**config.mk**
```make
export PLATFORM = sky130hd
export DESIGN_NAME = fir_tap_mac
export DESIGN_NICKNAME = d
export VERILOG_FILES = /design/src/rtl/fir_pkg.sv /design/src/rtl/fir_tap_mult.sv /design/src/rtl/fir_tap_mac.sv
export SDC_FILE = /design/constraint.sdc
export NUM_CORES = 1
export LEC_CHECK = 0
export ABC_AREA = 1
export BUFFER_PORTS_ARGS = -buffer_cell sky130_fd_sc_hd__buf_2
export CORE_UTILIZATION = 26
export DETAILED_ROUTE_END_ITERATION = 7
export PLACE_DENSITY = 0.42
export SETUP_SLACK_MARGIN = 0.1
export SYNTH_ARGS = -nofsm -noshare
export SYNTH_HDL_FRONTEND = slang
export SYNTH_SLANG_ARGS = --single-unit
```
**constraint.sdc**
```tcl
create_clock -name iClk12M -period 9.2 [get_ports iClk12M]
set_input_delay 1.38 -clock iClk12M [delete_from_list [all_inputs] [get_ports iClk12M]]
set_output_delay 1.38 -clock iClk12M [all_outputs]
set_load 0.03 [all_outputs]
```
**src/rtl/fir_pkg.sv**
```systemverilog
// Shared constants, state encoding and tap-slice helper for the FIR tap MAC family.
package fir_pkg;

    localparam int DEF_TAPS   = 10;
    localparam int DEF_DATA_W = 3;
    localparam int DEF_COEF_W = 16;
    localparam int DEF_ACC_W  = 23;

    typedef enum logic [1:0] {
        IDLE  = 2'd0,
        ACCUM = 2'd1,
        DONE  = 2'd2
    } state_t;

    // Extract tap k from a packed bank laid out at the default widths.
    function automatic logic signed [DEF_DATA_W-1:0] tap_slice(
        input logic [DEF_TAPS*DEF_DATA_W-1:0] bus,
        input int unsigned                    k
    );
        return bus[k*DEF_DATA_W +: DEF_DATA_W];
    endfunction

endpackage

```
**src/rtl/fir_tap_mult.sv**
```systemverilog
// Combinational signed tap x coefficient multiplier, product sign-extended to the accumulator width.
module fir_tap_mult #(
    parameter int DATA_W = 3,
    parameter int COEF_W = 16,
    parameter int ACC_W  = 23
) (
    input  logic signed [DATA_W-1:0] tap,
    input  logic signed [COEF_W-1:0] coef,
    output logic signed [ACC_W-1:0]  prod
);

    localparam int PROD_W = DATA_W + COEF_W;

    logic signed [PROD_W-1:0] tap_ext;
    logic signed [PROD_W-1:0] coef_ext;
    logic signed [PROD_W-1:0] prod_full;

    assign tap_ext   = PROD_W'(tap);
    assign coef_ext  = PROD_W'(coef);
    assign prod_full = tap_ext * coef_ext;
    assign prod      = ACC_W'(prod_full);

endmodule

```
**src/rtl/fir_tap_mac.sv**
```systemverilog
// Sequential MAC over one bank of taps: snapshot on the sample strobe, one tap per clock,
// then present the signed partial sum with a one-cycle valid pulse.
//
// state | meaning
// IDLE  | waiting for iEnSample600k
// ACCUM | one tap*coef product added per clock, idx 0..TAPS-1
// DONE  | publish accumulator to oMac, pulse oMacValid
module fir_tap_mac
    import fir_pkg::*;
#(
    parameter int TAPS   = DEF_TAPS,
    parameter int DATA_W = DEF_DATA_W,
    parameter int COEF_W = DEF_COEF_W,
    parameter int ACC_W  = DEF_ACC_W
) (
    input  logic                     iClk12M,
    input  logic                     iRsn,
    input  logic                     iEnSample600k,
    input  logic [TAPS*DATA_W-1:0]   iDelay,
    input  logic                     iCoeffWr,
    input  logic [3:0]               iCoeffAddr,
    input  logic signed [COEF_W-1:0] iCoeffData,
    output logic signed [ACC_W-1:0]  oMac,
    output logic                     oMacValid,
    output logic                     oBusy,
    output logic                     oOverrun
);

    localparam int IDX_W = (TAPS > 1) ? $clog2(TAPS) : 1;

    state_t                   state_q, state_d;
    logic [TAPS*DATA_W-1:0]   snap_q, snap_d;
    logic signed [ACC_W-1:0]  acc_q, acc_d;
    logic signed [ACC_W-1:0]  mac_q, mac_d;
    logic [IDX_W-1:0]         idx_q, idx_d;
    logic                     valid_q, valid_d;
    logic                     overrun_q, overrun_d;
    logic signed [COEF_W-1:0] coef_q [TAPS];
    logic signed [COEF_W-1:0] coef_d [TAPS];

    logic signed [DATA_W-1:0] tap_cur;
    logic signed [COEF_W-1:0] coef_cur;
    logic signed [ACC_W-1:0]  prod;
    logic                     last_tap;
    logic                     coef_wr_ok;

    assign last_tap   = (idx_q == IDX_W'(TAPS - 1));
    assign tap_cur    = snap_q[int'(idx_q)*DATA_W +: DATA_W];
    assign coef_cur   = coef_q[idx_q];
    assign coef_wr_ok = iCoeffWr && (int'(iCoeffAddr) < TAPS);

    fir_tap_mult #(
        .DATA_W (DATA_W),
        .COEF_W (COEF_W),
        .ACC_W  (ACC_W)
    ) u_mult (
        .tap  (tap_cur),
        .coef (coef_cur),
        .prod (prod)
    );

    always_ff @(posedge iClk12M or negedge iRsn) begin
        if (!iRsn) begin
            state_q <= IDLE;
        end else begin
            state_q <= state_d;
        end
    end

    always_comb begin
        state_d = state_q;
        unique case (state_q)
            IDLE:    if (iEnSample600k) state_d = ACCUM;
            ACCUM:   if (last_tap) state_d = DONE;
            DONE:    state_d = IDLE;
            default: state_d = IDLE;
        endcase
    end

    always_comb begin
        snap_d    = snap_q;
        acc_d     = acc_q;
        idx_d     = idx_q;
        mac_d     = mac_q;
        valid_d   = 1'b0;
        overrun_d = overrun_q;
        case (state_q)
            IDLE: begin
                if (iEnSample600k) begin
                    snap_d = iDelay;
                    acc_d  = '0;
                    idx_d  = '0;
                end
            end
            ACCUM: begin
                acc_d = acc_q + prod;
                idx_d = idx_q + IDX_W'(1);
                if (iEnSample600k) overrun_d = 1'b1;
            end
            DONE: begin
                mac_d   = acc_q;
                valid_d = 1'b1;
                if (iEnSample600k) overrun_d = 1'b1;
            end
            default: ;
        endcase
    end

    // The MAC reads coef_q, so a same-edge write is seen from the following edge on.
    always_comb begin
        coef_d = coef_q;
        if (coef_wr_ok) coef_d[iCoeffAddr] = iCoeffData;
    end

    always_ff @(posedge iClk12M or negedge iRsn) begin
        if (!iRsn) begin
            snap_q    <= '0;
            acc_q     <= '0;
            idx_q     <= '0;
            mac_q     <= '0;
            valid_q   <= 1'b0;
            overrun_q <= 1'b0;
            for (int k = 0; k < TAPS; k++) coef_q[k] <= '0;
        end else begin
            snap_q    <= snap_d;
            acc_q     <= acc_d;
            idx_q     <= idx_d;
            mac_q     <= mac_d;
            valid_q   <= valid_d;
            overrun_q <= overrun_d;
            coef_q    <= coef_d;
        end
    end

    always_comb begin
        oMac      = mac_q;
        oMacValid = valid_q;
        oBusy     = (state_q != IDLE);
        oOverrun  = overrun_q;
    end

endmodule

```
==> reports/metrics.cfg, run 1 <==
[synthesis]
synth_area_um2=13600
syn_avg_cell_area_um2=8.51
yosysWarnings=0
yosys-top-cells-count=353 x nand2_1, 244 x dfrtp_1, 194 x o21ai_0
synthMostInstantiatedCell=nand2_1
synth.distinct_cells=41
synth-seq-area-share_pct=45.0
ys_async_sr_fraction_pct=100
synthTopCellsByArea=dfrtp_1 45%, nand2_1 9.8%, o21ai_0 7.2%, fa_1 5.5%, ha_1 4.6%
synth_nets=1736
synth-main-ff-cell=dfrtp_1
synth-edff-count=0
synth_top_area_share_pct=45.0
yosysTopAreaCell=dfrtp_1
ys_ff_latch=244
syn_inst=1595

[timing]
slew_headroom_pct=17.0
tns_ps=0
rsz0062_at_grt=false
finalCritPeriodShare_pct=62.7
max_clock_freq_mhz=173
period_needed_ps=5770
slew_violations=0
fin_skew_ps=15.5
finalSetupViolCount=0
worst_slew_pin_slew_ps=1240
hold_violations=0

[drt]
vias=10600
drt_iter0_markers=592
viasPerCell=4.53
met2_wirelength_um=18000
wl_met3_um=1360
post_drt_wl_per_cell_um=16.6
drc=0
wl_met1_um=18600
top_layer=met4
firstDrtPassIters=5
ant_nets=0
wl_um=38700

[clocking]
ctsHoldBuffers=0
clkSinkCount=244
ctsResizeCount=0
post_cts_buffers=0
cts_root_buf=clkbuf_16
cts_made_buffers=29
cts_buffer_depth=3
path_clk_slew_ps=60
cts-htree-levels=1
clk_latency_ps=590
cts_tree=built

[worst_setup_path]
rr_startpoint=idx_q[0]
critPathKind=reg -> reg
crit_start=idx_q[0]
cp_data_arrival_time_ps=6230
cp-end-kind=flop
critPathMaxFanout=61
crit_required_ps=9660
start_kind=flop

[global_routing]
grt_overflow=0
grt_pass1_wl_um=62200
antenna_found_initial=1
track_usage_pct=14.9
grt_max_degree=125
grt_pass1_vias=10500

[floorplanning]
rows=83
die_y_um=231
dieArea_um2=53100
initial_core_util_pct=26.4
pin_count=80
core_area_um2=51400
dieWidth_um=231

[cells_and_area]
nNetsFinal=1781
seqCellArea_um2=6110
multiInputGateArea_um2=6390
drive_above_1_share_pct=13.9
syn_to_final_growth_pct=14.0
antenna_cells=0
fillerInstances=5491

[outcome]
outcome=finished clean

[placement]
port_buffers=79
hpwl_um=26500
gp_congestion=0.838

[job]
drv_cap=0

[hold_path]
hp-start=oOverrun
min-delay-path-class=reg -> reg

[critical path, stage by stage, from the launching register on]
cell and delay, ps:
dfrtp_4 740, inv_2 870, o21ai_0 240, o211ai_1 130, nand3_1 120, nand2_2 320
nand2_1 140, fa_1 510, fa_1 550, fa_1 420, inv_1 70, ha_1 190
inv_1 70, fa_1 390, inv_1 90, nand3_1 60, nand3_1 180, nand2_1 80
nand2_1 130, nand2_1 90, nand2_1 80, nand2_1 40, nand3_1 60, nand2_1 70
[final timing paths]
| kind | end | slack, ps | depth (start not counted) |
|---|---|---|---|
| max | acc_q[18] | 3430 | 23 |
| min | oOverrun | 450 | 1 |
| max reg2reg | acc_q[18] | 3430 | 23 |
| min reg2reg | oOverrun | 450 | 1 |
| max in group asynchronous | oMac[8] | 7020 | 2 |
| min in group asynchronous | coef_q[43] | 880 | 1 |
[layout by cell type, fill, tap and decap left out, drive strengths merged, types with 2 or more instances in the layout]
cell type  count
o21ai        217
and2           3
o21bai         3
nor3           9
nor2         161
nand3         66
mux2i         11
fa            37
ha            50
nand4          2
a21oi         85
inv          169
o22ai         11
o211ai        36
mux2          37
nand2        364
clkinv         8
xnor2          2
dfrtp        244
nand3b         5
bufinv         2
buf           94
clkbuf        40
[per-layer routing]
metal	GRT usage (%)	up-vias
met5	0	-
met4	3.73	0
met3	1.84	49
met2	24.7	181
met1	20.5	5113
li1	-	5266
[metrics by stage]
| step | instances | area, um2 | setup WS [ps] | hold slack (ps) | utilization [%] |
|---|---|---|---|---|---|
| 2_1_floorplan | 1595 | 13600 | 4960 | 448 | - |
| 3_3_place_gp | 2289 | 14500 | 3480 | 437 | 28.2 |
| 3_5_place_dp | 2289 | 14500 | 3360 | 445 | 28.2 |
| 4_1_cts | 2341 | 15500 | 3340 | 460 | 30.1 |
| 5_1_grt | 2341 | 15500 | 2990 | 470 | 30.1 |
| 6_report | 2341 | 15500 | 3430 | 454 | 30.1 |
[final cells by class]
cell class,count,area share [%]
sequential,244,39.5
timing repair buffer,94,3.43
multi-input combinational,1103,41.3
inverter,168,4.09
clock inverter,12,0.849
clock buffer,40,5.34
tap,680,5.50
[state kept, by name, summed over array words and instances, names as in the netlist]
register,count
oOverrun,1
oMacValid,1
idx_q,4
state_q,2
oMac,23
coef_q,160
acc_q,23
snap_q,30
[cell families (layout without fill, tap and decap cells)]
| kind of cell | count (synthesis) | after routing | synth area share [%] |
|---|---|---|---|
| adders and majority gates | 87 | 87 | 10.1 |
| and+or+nand+nor | 612 | 612 | 18.5 |
| muxes | 48 | 48 | 3.88 |
| xor gates and xnor gates | 3 | 3 | 0.194 |
| DFF | 244 | 244 | 45.0 |
| AOI/OAI and AO/OA | 353 | 353 | 14.3 |
| buffers and inverters | 248 | 314 | 8.05 |
Power of run 1 is left out: the tool's default activity adds up to more than one toggle a clock period on the data nets, which glitch-free logic cannot reach.
==> inputs of run 2 (changes only) <==
--- a/config.mk
+++ b/config.mk
@@ -9,7 +9,7 @@
 export BUFFER_PORTS_ARGS = -buffer_cell sky130_fd_sc_hd__buf_2
 export CORE_UTILIZATION = 26
 export DETAILED_ROUTE_END_ITERATION = 7
-export PLACE_DENSITY = 0.42
+export PLACE_DENSITY = 0.43
 export SETUP_SLACK_MARGIN = 0.1
 export SYNTH_ARGS = -nofsm -noshare
 export SYNTH_HDL_FRONTEND = slang
==> constraint.sdc (replaced) <==
create_clock -name iClk12M -period 4.9 [get_ports iClk12M]
set_input_delay 0.735 -clock iClk12M [delete_from_list [all_inputs] [get_ports iClk12M]]
set_output_delay 0.735 -clock iClk12M [all_outputs]
set_load 0.03 [all_outputs]
==> run 2 against run 1 <==
  * Fmax grew 28%
  * Cell count grew 1.5%
  * Sequential share of layout area shrank 1.1 points
  * Clock skew grew 14 ps
  * Critical path depth shrank 2
  * Clock-buffer cell count grew 3
  * Non-clock buffer count grew 33
  * First-iteration DRC count grew 2.0%
  * Cell area grew 2.9%
  * Sequential cell count is the same
  * Worst setup slack lost 3000 ps
  * Global-route usage grew 0.34 points
  * Critical endpoint is now acc_q[20]
  * Highest routed layer is now met5
==> reports/metrics.cfg, run 2 (same netlist as run 1, synthesis figures left out) <==
[drt]
drc=0  ; unchanged
drt_iter0_markers=604  ; +2.0%
viasPerCell=4.51  ; -0.42%
firstDrtPassIters=5  ; unchanged
ant_nets=0  ; unchanged
post_drt_wl_per_cell_um=16.6  ; +0.47%
vias=10700  ; +1.0%
wl_um=39500  ; +1.9%

[worst_setup_path]
cp_top_family=adder cells
r2r-end=acc_q[20]
start_kind=flop
crit_chain=buf_12 -> buf_4 -> a21oi_1 -> o21ai_0 -> nand3_1 -> nand3_1 -> o21ai_2 -> nor2_2 -> fa_1 -> fa_1 -> ha_1 -> ha_1 -> nand2_1 -> nor2_1 -> nand3_1 -> nand3_1 -> nand2_1 -> nand2_1 -> nand2_1 -> nand3_1 -> nand2_1
cp_data_arrival_time_ps=4970  ; -1260 ps
critPathMaxFanout=20  ; -67%
reg2reg_depth=21  ; -8.7%
slowest_delay_ps=570  ; -300 ps
crit_start=idx_q[0]
crit_required_ps=5360  ; -4300 ps
cp-end-kind=flop
rr_startpoint=idx_q[0]
critPathKind=reg -> reg
cpMaxStageDelayCell=fa_1
timing.critical_path.buf_inv=2  ; -2
rrSetupSlack_ps=390  ; -3040 ps

[global_routing]
grt_pass1_wl_um=63800  ; +2.7%
antenna_found_initial=1  ; unchanged
grt_pass1_vias=10800  ; +2.6%
grt_overflow=0  ; unchanged
track_usage_pct=15.3  ; +0.34 points
grt_max_degree=95  ; -24%

[placement]
place_ws_ps=225  ; -3130 ps
hpwl_um=27400  ; +3.4%
dp_cells=2316  ; +1.2%
port_buffers=79  ; unchanged
gp_congestion=0.855  ; +2.0%

[cells_and_area]
largest_register_ffs=160  ; unchanged
final_cells=2375  ; +1.5%
syn_to_final_growth_pct=17.2
drive_above_1_share_pct=16.5  ; +2.6 points
reg_top3=coef_q: 160 flops, snap_q: 30 flops
seqCellArea_um2=6110  ; about the same
final_common_cell=nand2_1
fillerInstances=5498  ; +0.13%
largest_register=coef_q
final_cell_mix=349 x nand2_1, 241 x dfrtp_1, 194 x o21ai_0, 157 x inv_1, 147 x nor2_1
antenna_cells=0  ; unchanged
multiInputGateArea_um2=6450  ; +0.90%
nNetsFinal=1815  ; +1.9%

[timing]
max_clock_freq_mhz=222  ; +28%
period_needed_ps=4510  ; -1260 ps
slew_headroom_pct=39.9  ; +23 points
finalSetupViolCount=0  ; unchanged
rsz0062_at_grt=true
tns_ps=0  ; unchanged
fin_skew_ps=29.3  ; +13.9 ps
slew_violations=0  ; unchanged
layout_setup_ws_ps=390  ; -3040 ps
hold_violations=0  ; unchanged
finalCritPeriodShare_pct=92.0  ; +29 points
worst_slew_pin_slew_ps=897  ; -344 ps

[clocking]
ctsHoldBuffers=0  ; unchanged
cts_root_buf=clkbuf_16
cts_made_buffers=30  ; +3.4%
cts_buffer_depth=3  ; unchanged
clk_latency_ps=590  ; about the same
cts-htree-levels=1  ; unchanged
path_clk_slew_ps=60  ; about the same
cts_tree=built
clkSinkCount=244  ; unchanged

[floorplanning]
dieArea_um2=53100  ; unchanged
rows=83  ; unchanged
initial_core_util_pct=26.4  ; unchanged
core_area_um2=51400  ; unchanged
dieWidth_um=231  ; unchanged
die_y_um=231  ; unchanged
pin_count=80  ; unchanged

[job]
drv_cap=0  ; unchanged

[hold_path]
min-delay-path-class=in -> async

[outcome]
outcome=finished clean

run 2: layer usage:
layer	GRT usage (%)	share of wire [%]	vias to the layer above
met5	0	0.020	-
li1	-	-	5353
met3	1.98	3.0	45
met2	25.9	48	124
met1	20.7	48	5194
met4	3.19	1.6	2
run 2: per-stage QoR:
step / utilization [%] / instance area (um2) / hold slack, ps
3_3_place_gp: 28.7 / 14800 / 456
2_1_floorplan: - / 13600 / 439
4_1_cts: 30.7 / 15800 / 205
3_5_place_dp: 28.7 / 14800 / 464
5_1_grt: 31.0 / 15900 / 225
6_report: 31.0 / 15900 / 153
run 2: timing repair:
action                                  in CTS  in global routing
gates resized for setup                      0                 27
setup buffers                                0                  5
endpoints found under the setup margin       0                 15
run 2: worst max-delay path by stage:
stage          cells after the start  slack (ps)         to
2_1_floorplan                     26         660  acc_q[14]
3_3_place_gp                      22         260  acc_q[22]
3_5_place_dp                      21         230  acc_q[22]
4_1_cts                           21         190  acc_q[15]
5_1_grt                           20          90  acc_q[17]
6_report                          21         390  acc_q[20]
run 2: cell type report:
cell class                 count  share of cell area, %
multi-input combinational   1103                   40.5
sequential                   244                   38.4
clock buffer                  43                   5.59
timing repair buffer         127                   5.35
tap                          680                   5.35
inverter                     168                   4.08
clock inverter                10                  0.715
Power of run 2 is left out for the same reason.
==> inputs of run 3 (changes only) <==
--- a/config.mk
+++ b/config.mk
@@ -9,7 +9,7 @@
 export BUFFER_PORTS_ARGS = -buffer_cell sky130_fd_sc_hd__buf_2
 export CORE_UTILIZATION = 26
 export DETAILED_ROUTE_END_ITERATION = 7
-export PLACE_DENSITY = 0.43
+export PLACE_DENSITY = 0.42
 export SETUP_SLACK_MARGIN = 0.1
 export SYNTH_ARGS = -nofsm -noshare
 export SYNTH_HDL_FRONTEND = slang
==> constraint.sdc (replaced) <==
create_clock -name iClk12M -period 4.29 [get_ports iClk12M]
set_input_delay 0.6435 -clock iClk12M [delete_from_list [all_inputs] [get_ports iClk12M]]
set_output_delay 0.6435 -clock iClk12M [all_outputs]
set_load 0.03 [all_outputs]
==> run 3 against run 2 <==
  * First-iteration DRC count up 2.8%
  * Critical path depth unchanged
  * Non-clock buffer count up 83
  * Utilization up 2.5 points
  * Fmax up 3.1%
  * Routed wire length up 4.6%
  * The run now ends with setup timing left
  * Worst setup slack worse by 470 ps
  * Sequential share of layout area down 2.9 points
  * Register-to-register slack worse by 470 ps
  * Cell count up 3.6%
==> reports/metrics.cfg, run 3 (same netlist as run 1, synthesis figures left out) <==
[outcome]
outcome=finished, violations left
violations=setup timing

[worst_setup_path]
cp-end-kind=flop
cpMaxStageDelayCell=fa_1
start_kind=flop
cp_top_family=adder cells
crit_required_ps=4760  ; -600 ps
slowest_delay_ps=590  ; +20 ps
timing.critical_path.buf_inv=6  ; +4
crit_top_cell=nand3_1
crit_chain=buf_12 -> buf_4 -> mux2i_4 -> o21ai_2 -> nand2_1 -> fa_1 -> fa_1 -> fa_1 -> inv_1 -> ha_2 -> inv_1 -> fa_2 -> inv_2 -> nand3_1 -> nand3_2 -> buf_4 -> nand3_1 -> nand3_1 -> nand2_1 -> nand3_1 -> nand2_1
critPathMaxFanout=28  ; +40%
cp_data_arrival_time_ps=4840  ; -130 ps
critPathKind=reg -> reg

[clocking]
cts_tree=built
clkSinkCount=244  ; unchanged
cts_buffer_depth=3  ; unchanged
cts-htree-levels=1  ; unchanged
cts_made_buffers=30  ; unchanged
path_clk_slew_ps=60  ; about the same
cts_root_buf=clkbuf_16
clk_latency_ps=600  ; about the same

[drt]
wl_met1_um=19600  ; +4.0%
drt_iter0_markers=621  ; +2.8%
met2_wirelength_um=20000  ; +5.9%
firstDrtPassIters=5  ; unchanged
drc=0  ; unchanged
wl_um=41300  ; +4.6%
wl_met3_um=1250  ; +5.0%
ant_nets=0  ; unchanged
viasPerCell=4.47  ; -0.99%
post_drt_wl_per_cell_um=16.8  ; +0.98%
top_layer=met4
vias=11000  ; +2.6%

[hold_path]
min-delay-path-class=in -> async

[floorplanning]
rows=83  ; unchanged
pin_count=80  ; unchanged
die_y_um=231  ; unchanged
core_area_um2=51400  ; unchanged
dieWidth_um=231  ; unchanged
initial_core_util_pct=26.4  ; unchanged
dieArea_um2=53100  ; unchanged

[job]
drv_cap=0  ; unchanged

[placement]
dp_cells=2394  ; +3.4%
port_buffers=79  ; unchanged
gp_congestion=0.821  ; -4.0%
hpwl_um=29300  ; +6.9%

[timing]
fin_skew_ps=18.2  ; -11.1 ps
finalSetupViolCount=6  ; +6
layout_setup_ws_ps=-85.0  ; -475 ps
hold_violations=0  ; unchanged
slew_violations=0  ; unchanged
finalCritPeriodShare_pct=102  ; +9.9 points
max_clock_freq_mhz=229  ; +3.1%
tns_ps=-320  ; -320 ps
worst_slew_pin_slew_ps=973  ; +75.7 ps
slew_headroom_pct=35.1  ; -4.7 points
period_needed_ps=4380  ; -135 ps
fin_hold_ws_ps=111  ; -41.6 ps
rsz0062_at_grt=true

[cells_and_area]
syn_to_final_growth_pct=26.8
largest_register_ffs=160  ; unchanged
reg_top3=coef_q: 160 flops, snap_q: 30 flops
final_util_pct=33.5  ; +2.5 points
final_cells=2460  ; +3.6%
largest_register=coef_q
final_cell_mix=335 x nand2_1, 242 x dfrtp_1, 180 x o21ai_0, 154 x inv_1, 139 x nor2_1
final_common_cell=nand2_1
antenna_cells=0  ; unchanged
drive_above_1_share_pct=24.9  ; +8.4 points
nNetsFinal=1898  ; +4.6%

[global_routing]
antenna_found_initial=0  ; -1
grt_pass1_vias=11400  ; +5.7%
grt_max_degree=112  ; +18%
grt_pass1_wl_um=66600  ; +4.4%
track_usage_pct=16.0  ; +0.76 points
grt_overflow=0  ; unchanged

[run 3: repair_timing]
action,4_1_cts,5_1_grt
buffers inserted,5,5
cloned,1,1
gates resized for setup,87,47
hold buffers,0,0
setup endpoints to repair,17,19
pin swaps,8,26
[run 3: layout make-up]
class,count,area [um2]
multi-input cells,1103,7050
clock buffers,39,835
inverters,168,638
fillers,5435,34200
flip-flops and latches,244,6110
well taps,680,851
clock inverters,16,141
repair buffers,210,1590
[run 3: final timing paths]
check                      cells past startpoint           to  slack (ps)          start
hold reg to reg                                1     oOverrun         450       oOverrun
min in group iClk12M                           3   coef_q[38]         290  iCoeffData[6]
setup reg to reg                              21    acc_q[22]         -90       idx_q[0]
max in group asynchronous                      2  coef_q[138]        3090           iRsn
hold / removal                                 1   coef_q[75]         110           iRsn
setup / recovery                              21    acc_q[22]         -90       idx_q[0]
[run 3: per-layer routing]
metal  up-vias  global-route usage (%)
li1       5508                       -
met1      5322                    21.6
met2       123                    27.5
met3        39                    1.85
met4         0                    3.17
met5         -                       0
[run 3: per-stage QoR]
step	cell area, um2	worst slack (ps)
2_1_floorplan	13600	119
3_3_place_gp	15400	-235
3_5_place_dp	15400	-229
4_1_cts	17000	-72.2
5_1_grt	17200	-301
6_report	17200	-85.0
Power of run 3 is left out for the same reason.
